### src/rtl/keypad_scan_entry.sv
// keypad_scan_entry: 4x4 active-low matrix keypad scanner with debouncing and a
// decimal operand accumulator. The live operand drives the display path. A committed
// operand is offered to the processor core over a valid/ack handshake.
module keypad_scan_entry #(
    parameter int SCAN_DIV       = 100000,  // clocks per column slot, must be >= 2
    parameter int DEBOUNCE_SCANS = 4,       // stable full scans to accept a press or release
    parameter int MAX_DIGITS     = 4        // decimal digits kept in the accumulator
) (
    input  logic        clk_100mhz,
    input  logic        reset,
    input  logic [3:0]  row_in,
    output logic [3:0]  col_drive,
    output logic [3:0]  key_code,
    output logic        key_strobe,
    output logic [15:0] acc_value,
    output logic [2:0]  digit_count,
    output logic [15:0] entry_value,
    output logic        entry_valid,
    input  logic        entry_ack
);

    localparam int                SLOT_W     = $clog2(SCAN_DIV);
    localparam logic [SLOT_W-1:0] SLOT_LAST  = SLOT_W'(SCAN_DIV - 1);
    localparam int                CNT_W      = $clog2(DEBOUNCE_SCANS + 1);
    localparam logic [CNT_W-1:0]  CNT_DONE   = CNT_W'(DEBOUNCE_SCANS);
    localparam logic [2:0]        DIGITS_MAX = 3'(MAX_DIGITS);

    localparam logic [3:0] CODE_STAR = 4'hE;
    localparam logic [3:0] CODE_HASH = 4'hF;

    typedef enum logic [1:0] {RES_NONE, RES_KEY, RES_MULTI} scan_res_t;
    typedef enum logic [1:0] {ST_IDLE, ST_PRESSED, ST_WAIT_RELEASE} deb_state_t;

    // Physical key position to key code: r0: 1 2 3 A, r1: 4 5 6 B, r2: 7 8 9 C, r3: * 0 # D.
    function automatic logic [3:0] key_map(input logic [1:0] r, input logic [1:0] c);
        case ({r, c})
            4'h0: key_map = 4'h1;   4'h1: key_map = 4'h2;
            4'h2: key_map = 4'h3;   4'h3: key_map = 4'hA;
            4'h4: key_map = 4'h4;   4'h5: key_map = 4'h5;
            4'h6: key_map = 4'h6;   4'h7: key_map = 4'hB;
            4'h8: key_map = 4'h7;   4'h9: key_map = 4'h8;
            4'hA: key_map = 4'h9;   4'hB: key_map = 4'hC;
            4'hC: key_map = 4'hE;   4'hD: key_map = 4'h0;
            4'hE: key_map = 4'hF;   default: key_map = 4'hD;
        endcase
    endfunction

    logic [3:0]        row_meta, row_sync;
    logic [SLOT_W-1:0] slot_cnt;
    logic [1:0]        col_idx;
    logic [1:0]        hit_acc;     // hits so far this scan: 0, 1, or 2 meaning "more than one"
    logic [3:0]        code_acc;
    logic [1:0]        col_hits;
    logic [1:0]        row_sel;
    logic [2:0]        hit_sum;
    logic [1:0]        hits_total;
    logic [3:0]        code_total;
    logic              slot_end, scan_done;
    scan_res_t         scan_res, prev_res;
    logic [3:0]        prev_code;
    deb_state_t        state;
    logic [CNT_W-1:0]  stab_cnt, rel_cnt, stab_next, rel_next;

    // Two-flop synchronizer for the asynchronous keypad rows.
    // NOTE: sync flops reset to all-ones (no row pulled low) so reset never looks like a press.
    always_ff @(posedge clk_100mhz or posedge reset) begin
        if (reset) begin
            row_meta <= 4'hF;
            row_sync <= 4'hF;
        end else begin
            // NOTE: non-blocking assignments keep both stages sampling the pre-edge values.
            row_meta <= row_in;
            row_sync <= row_meta;
        end
    end

    // Decode the active column and merge it with the hits collected earlier in this scan.
    always_comb begin
        col_hits = 2'd0;
        row_sel  = 2'd0;
        for (int r = 0; r < 4; r++) begin
            if (!row_sync[r]) begin
                row_sel  = 2'(r);
                col_hits = (col_hits == 2'd0) ? 2'd1 : 2'd2;
            end
        end
        hit_sum    = {1'b0, hit_acc} + {1'b0, col_hits};
        hits_total = (hit_sum >= 3'd2) ? 2'd2 : hit_sum[1:0];
        code_total = (col_hits == 2'd1) ? key_map(row_sel, col_idx) : code_acc;
        slot_end   = (slot_cnt == SLOT_LAST);
        scan_done  = slot_end && (col_idx == 2'd3);
        case (hits_total)
            2'd0:    scan_res = RES_NONE;
            2'd1:    scan_res = RES_KEY;
            default: scan_res = RES_MULTI;
        endcase
    end

    // Slot timer and column walker; accumulates hits across the four columns of a scan.
    always_ff @(posedge clk_100mhz or posedge reset) begin
        if (reset) begin
            slot_cnt  <= '0;
            col_idx   <= 2'd0;
            col_drive <= 4'b1110;
            hit_acc   <= 2'd0;
            code_acc  <= 4'd0;
        end else if (slot_end) begin
            slot_cnt  <= '0;
            col_idx   <= col_idx + 2'd1;
            col_drive <= {col_drive[2:0], col_drive[3]};
            if (col_idx == 2'd3) begin
                hit_acc  <= 2'd0;
                code_acc <= 4'd0;
            end else begin
                hit_acc  <= hits_total;
                code_acc <= code_total;
            end
        end else begin
            slot_cnt <= slot_cnt + SLOT_W'(1);
        end
    end

    // Next debounce counts for the scan completing this cycle.
    always_comb begin
        stab_next = '0;
        if (scan_res == RES_KEY) begin
            stab_next = (prev_res == RES_KEY && prev_code == code_total) ?
                        stab_cnt + CNT_W'(1) : CNT_W'(1);
        end
        rel_next = (scan_res == RES_NONE) ? rel_cnt + CNT_W'(1) : '0;
    end

    // Debounce FSM: one strobe per stable press, then wait for a stable release.
    always_ff @(posedge clk_100mhz or posedge reset) begin
        if (reset) begin
            state      <= ST_WAIT_RELEASE;
            stab_cnt   <= '0;
            rel_cnt    <= '0;
            prev_res   <= RES_NONE;
            prev_code  <= 4'd0;
            key_code   <= 4'd0;
            key_strobe <= 1'b0;
        end else begin
            key_strobe <= 1'b0;
            if (scan_done) begin
                prev_res  <= scan_res;
                prev_code <= code_total;
                case (state)
                    ST_IDLE: begin
                        if (stab_next == CNT_DONE) begin
                            key_code   <= code_total;
                            key_strobe <= 1'b1;
                            state      <= ST_PRESSED;
                            stab_cnt   <= '0;
                            rel_cnt    <= '0;
                        end else begin
                            stab_cnt <= stab_next;
                        end
                    end
                    ST_PRESSED, ST_WAIT_RELEASE: begin
                        if (rel_next == CNT_DONE) begin
                            state    <= ST_IDLE;
                            rel_cnt  <= '0;
                            stab_cnt <= '0;
                        end else begin
                            rel_cnt <= rel_next;
                        end
                    end
                    default: state <= ST_WAIT_RELEASE;
                endcase
            end
        end
    end

    // Operand entry and commit handshake, acting on the cycle after each key strobe.
    always_ff @(posedge clk_100mhz or posedge reset) begin
        if (reset) begin
            acc_value   <= 16'd0;
            digit_count <= 3'd0;
            entry_value <= 16'd0;
            entry_valid <= 1'b0;
        end else begin
            if (entry_ack) begin
                entry_valid <= 1'b0;
            end
            if (key_strobe) begin
                if (key_code <= 4'd9) begin
                    if (digit_count < DIGITS_MAX) begin
                        acc_value   <= acc_value * 16'd10 + {12'd0, key_code};
                        digit_count <= digit_count + 3'd1;
                    end
                end else if (key_code == CODE_STAR) begin
                    acc_value   <= 16'd0;
                    digit_count <= 3'd0;
                end else if (key_code == CODE_HASH && digit_count != 3'd0 && !entry_valid) begin
                    entry_value <= acc_value;
                    entry_valid <= 1'b1;
                    acc_value   <= 16'd0;
                    digit_count <= 3'd0;
                end
            end
        end
    end

endmodule

### config.mk
export PLATFORM = sky130hd
export DESIGN_NAME = keypad_scan_entry
export DESIGN_NICKNAME = d
export VERILOG_FILES = /design/src/rtl/keypad_scan_entry.sv
export SDC_FILE = /design/constraint.sdc
export NUM_CORES = 1
export LEC_CHECK = 0
export BUFFER_PORTS_ARGS = -buffer_cell sky130_fd_sc_hd__buf_2
export CAP_MARGIN = 40
export CORE_AREA = 2 2 123 137
export CTS_BUF_LIST = sky130_fd_sc_hd__clkbuf_4 sky130_fd_sc_hd__clkbuf_8
export CTS_CLUSTER_SIZE = 20
export DETAILED_ROUTE_END_ITERATION = 6
export DIE_AREA = 0 0 125 139
export GPL_TIMING_DRIVEN = 0
export HOLD_SLACK_MARGIN = 0.03
export PLACE_DENSITY = 0.61
export SYNTH_ARGS = -nofsm -noshare
export SYNTH_HDL_FRONTEND = slang
export SYNTH_SLANG_ARGS = --single-unit
### constraint.sdc
create_clock -name clk_100mhz -period 7.15 [get_ports clk_100mhz]
set_clock_uncertainty 0.1 [all_clocks]
set_input_delay 1.0725 -clock clk_100mhz [delete_from_list [all_inputs] [get_ports clk_100mhz]]
set_output_delay 1.0725 -clock clk_100mhz [all_outputs]
set_load 0.005 [all_outputs]
* After elaboration in Yosys (flattened, before gate mapping)
Memories as Yosys holds them, arrays and structs flattened. Cells that the tools add are included.
Operators by class: add/subtract/negate cells 7, $mul 1, order comparisons 3, equal/unequal tests 16, multiplexer cells 44, bitwise logic cells 2, reduce and logical (&&, ||, !) cells 21
Operators with widths (number):
- $mux W16 | 4
- $mux W3 | 11
- $mux W2 | 12
- $add A17 B1 Y17 const B | 1
- $eq A17 B17 Y1 const B | 1
- $mux W17 | 1
- $add A16 B4 Y16 | 1
- $mul A16 B3 Y15 const B | 1
- $reduce_and A3 Y1 | 5
- $logic_not A2 Y1 | 6
- $pmux W3 S2 | 2
- $eq A2 B1 Y1 const B | 5
- $mux W1 | 10
- $add A3 B1 Y3 const B | 3
- $eq A4 B4 Y1 const B | 2
- $mux W4 | 2
- $pmux W2 S2 | 2
- $eq A3 B3 Y1 const B | 2
- $reduce_bool A3 Y1 | 2
- $eq A2 B2 Y1 const B | 2
- $eq A4 B4 Y1 | 1
- $le A4 B4 Y1 const B | 1
- $logic_and A1 B1 Y1 | 4
- $ne A2 B2 Y1 const B | 2
- other kinds (10) | 11
Storage, ports and cells: flip-flop bits (word level) 92, bits in read-only memories 64, input port bits 7, memories kept 1
Memory list:
- (name not given) | words 16, width 4, rd ports 1, clocked after Yosys merged registers in 0, wr ports 0, line 36 | case ({r, c})

* Logic depth before layout (Yosys ltp)
word-level depth 21, gate-level depth with buffers 13

* Least setup slack after synthesis
Ideal clock, no wire load.
path kind reg-to-reg, start point register row_sync[1], end point register state[0], data arrival time 3722 ps, slack 3201 ps, stages on the path, launching flop included 14, period minus slack after synthesis 3949 ps, cells stage by stage dfstp_2 -> inv_1 -> ha_1 -> or3_4 -> a31oi_4 -> ha_1 -> inv_1 -> fa_1 -> nand3_1 -> a2111oi_0 -> o21ai_0 -> nand4b_1 -> a211o_1 -> mux2_1
Between the ends: word-level cells in the longest chain between the ends 17, elaborated cells on any way between the ends 31
RTL lines:
- from (decl) | line 48 | logic [3:0] row_meta, row_sync;
- from (signal assigned) | line 73 | row_sync <= row_meta;
- $mux W2 | line 82 | if (!row_sync[r]) begin
- $logic_not A2 Y1 | line 84 | col_hits = (col_hits == 2'd0) ? 2'd1 : 2'd2;
- $mux W2 | line 84
- $mux W2 | line 82
- $logic_not A2 Y1 | line 84
- $mux W2 | line 84
- $mux W2 | line 82
- $add A2 B2 Y3 | line 87 | hit_sum = {1'b0, hit_acc} + {1'b0, col_hits};
- $ge A3 B2 Y1 | line 88 | hits_total = (hit_sum >= 3'd2) ? 2'd2 : hit_sum[1:0];
- $mux W2 | line 88
- $eq A2 B1 Y1 or $logic_not A2 Y1 (tied branches) | line 92 | case (hits_total)
- $pmux W2 S2 | line 92
- $eq A2 B1 Y1 or $logic_not A2 Y1 (tied branches) | line 126, 130
- $mux W3, on equally long branches | line 126, 130
- $eq A3 B3 Y1, on equally long branches | line 150, 161
- $ne A2 B2 Y1 (no source line)
- $reduce_and A3 Y1 (no source line) (*)
- to (signal assigned) | line 136 | state <= ST_WAIT_RELEASE;
- to (signal assigned) | line 153 | state <= ST_PRESSED;
- to (signal assigned) | line 162 | state <= ST_IDLE;
- to (decl) | line 61 | deb_state_t state;
Mark *: on every way between the ends. The rest lies on a longest branch, timed or not. A chain may end at the register's enable or synchronous reset.

* Worst setup path after layout
Same ends and word-level chain as after synthesis.

==> results.yml <==
run_status:
  outcome: "finished clean"
critical_path:
  crit_path_cell_trace: "inv_1 -> ha_1 -> or3_4 -> a31oi_4 -> ha_1 -> inv_1 -> fa_1 -> nand3_1 -> a2111oi_0 -> dlymetal6s2s_1 -> o21ai_0 -> nand4b_1 -> a211o_1 -> mux2_1"
  cp_slowest_cell: "dfstp_2"
  worst-path-buf-inv: 3
  cp_slowest_stage_delay_ps: 610
  crit_family: "compound AO/OA/AOI/OAI gates"
  critPathCaptureType: "flip-flop"
  setup.worst_path.start_class: "flip-flop"
  cp.required_ps: 7310
  worst-path-stages: 14
  rr_worst_depth: 14
  crit_fanout: 8
  crit_arrival_ps: 4500
  crit_type: "flip-flop to flip-flop"
timing:
  hold_viol: 0
  maxSlewViolCount: 0
  worst_slew_pin_slew_ps: 691
  tns_ps: 0
  rsz0062_at_grt: "false"
  setup-violations-final: 0
  fmaxAchievable_ghz: 0.230
  max-slew-margin-rel_pct: 53.8
  whs_ps: 260
  period_minus_slack_ps: 4340
  timing.final.crit_share_pct: 60.7
die:
  io_pins: 52
  die-area_um2: 17400
  start_util_pct: 34.2
  die_h_um: 139
  rows: 49
  core_area_um2: 16100
  fp.dieW_um: 125
clock_network:
  holdBufCountCts: 0
  cts.sinks: 92
  clk_latency_ps: 380
  htree_levels: 3
  tritoncts: "done"
  cts-buffers-inserted: 9
  cts_root_buf: "clkbuf_8"
  cts_resized: 0
  post_cts_buffers: 0
  clockBufferDepth: 2
  path_clk_slew_ps: 90
grt:
  gr-usage-all-layers_pct: 14.3
  antenna_found_initial: 0
  grt_first_pass_wirelength_um: 20400
  grt_pass1_vias: 4273
  grt_start_max_net_pins: 66
  grt-ovfl-total: 0
final_layout:
  fin_nets: 657
  antenna_cells: 0
  syn_to_final_growth_pct: 14.2
  fillerInstances: 1607
  layout_common_cells: "80 x dfrtp_1, 65 x nand2_1, 54 x buf_2"
  drive_above_1_share_pct: 20.6
  layout_commonest_cell: "dfrtp_1"
detailed_routing:
  vias: 4202
  ant_nets: 0
  routed.top_layer: "met4"
  met3_length_um: 406
  dr.pass1.iters: 6
  dr.first_iter.drc_count: 258
  wl_met1_um: 5400
  drc: 0
  drt_wl_total_um: 12100
  routedWlPerCell_um: 14.9
  viasPerCell: 5.17
  met2_length_um: 6050
synthesis:
  syn_avg_cell_area_um2: 10.3
  yosysWarnings: 0
  synthFlopType: "dfrtp_1"
  synth_area_leaders: "dfrtp_1 36%, ha_1 10%, dfstp_2 5.7%, nand2_1 4.4%, mux2_2 3.7%"
  synth_seq_cells: 92
  synthCells: 536
  async_flop_share_pct: 100
  synth_top_area_share_pct: 36.4
  ys_seq_area_share_pct: 42.2
  synth_top_cell_by_area: "dfrtp_1"
  synth_cell_type_count: 75
  syn-num-nets: 590
  synth_edf_count: 0
  synth_area_um2: 5490
placement:
  gp_congestion: 0.821
  portBuffers: 51
  detailed_place_hpwl_um: 9150
flow_run:
  maxCapViolations: 0
min_path:
  hold_depth: 0
  hp-class: "flip-flop to flip-flop"
power_and_ir_drop:
  power_density_nw_per_um2: 149
  p_leak_nw: 3.05
  peakVddDrop_mv: 0.133
## where the power goes
part           leakage (nW)  internal (mW)  switching (mW)
registers              1.23          0.524         0.00160
clock network         0.108          0.175           0.198
logic                  1.72         0.0119          0.0265
## through the flow
| step | instance area [µm²] | utilization [%] | std cells | power, mW | setup slack [ps] |
|---|---|---|---|---|---|
| 2_1_floorplan | 5490 | - | 536 | 0.563 | 3200 |
| 3_3_place_gp | 6000 | 37.4 | 791 | 0.572 | 2570 |
| 6_report | 6270 | 39.1 | 812 | 0.937 | 2810 |
| 3_5_place_dp | 6050 | 37.7 | 795 | 0.575 | 2520 |
| 5_1_grt | 6270 | 39.1 | 812 | 0.980 | 2610 |
| 4_1_cts | 6260 | 39.0 | 811 | 0.953 | 2500 |
## state kept, by name, summed over array words and instances, names as in the netlist
register and flops:
entry_valid 1, state 2, key_code 4, prev_code 4, acc_value 16, row_meta 4
digit_count 3, key_strobe 1, rel_cnt 3, hit_acc 2, code_acc 4, col_idx 2
stab_cnt 3, prev_res 2, row_sync 4, col_drive 4, entry_value 16, slot_cnt 17
## path summary, 6_finish.rpt
path,slack [ps],to,startpoint
max,2810,state[0],row_sync[1]
min,260,row_sync[1],row_meta[1]
max reg2reg,2810,state[0],row_sync[1]
min reg2reg,260,row_sync[1],row_meta[1]
max in group asynchronous,5710,row_sync[3],reset
min in group asynchronous,560,entry_value[15],reset
## cells by family after synthesis
| family | count (synthesis) | synth area share (%) |
|---|---|---|
| compound gates | 109 | 14.3 |
| xor+xnor | 36 | 5.74 |
| fa+ha+maj | 47 | 11.1 |
| buf+inv | 38 | 2.78 |
| flops | 92 | 42.2 |
| mux | 27 | 5.49 |
| simple gates | 187 | 18.4 |
## layer usage
layer | track usage, % | up-vias
li1 | - | 2051
met5 | 0 | -
met2 | 25.4 | 87
met3 | 2.47 | 20
met1 | 16.9 | 2044
met4 | 6.02 | 0
## Yosys cell counts, types with 4 or more instances
master     n
a21o_1     8
a21oi_1   13
a22o_1     6
and3_1     8
clkbuf_1   9
dfrtp_1   80
dfstp_2   12
ha_1      44
inv_1     26
mux2_2    18
mux2i_1    5
nand2_1   65
nand2b_1  10
nand3_1   12
nand4_1    4
nand4b_1   4
nor2_1    27
nor2b_1   12
nor3_1     5
nor4b_1    4
o211ai_1   5
o21ai_0   29
o21ai_1    8
o31ai_1    4
or2_2      4
or3_1      4
xnor2_1   16
xor2_1    20
## layout make-up
type / count / area (µm²) / area share, %
Multi-Input combinational cell: 406 / 3020 / 48.2
Clock inverter: 6 / 72.6 / 1.16
Inverter: 26 / 100 / 1.60
Tap cell: 204 / 255 / 4.07
Clock buffer: 10 / 138 / 2.19
Buffer: 12 / 55.1 / 0.878
Timing Repair Buffer: 56 / 312 / 4.97
Sequential cell: 92 / 2320 / 36.9
Note: power is estimated with default switching activity, not from simulation.
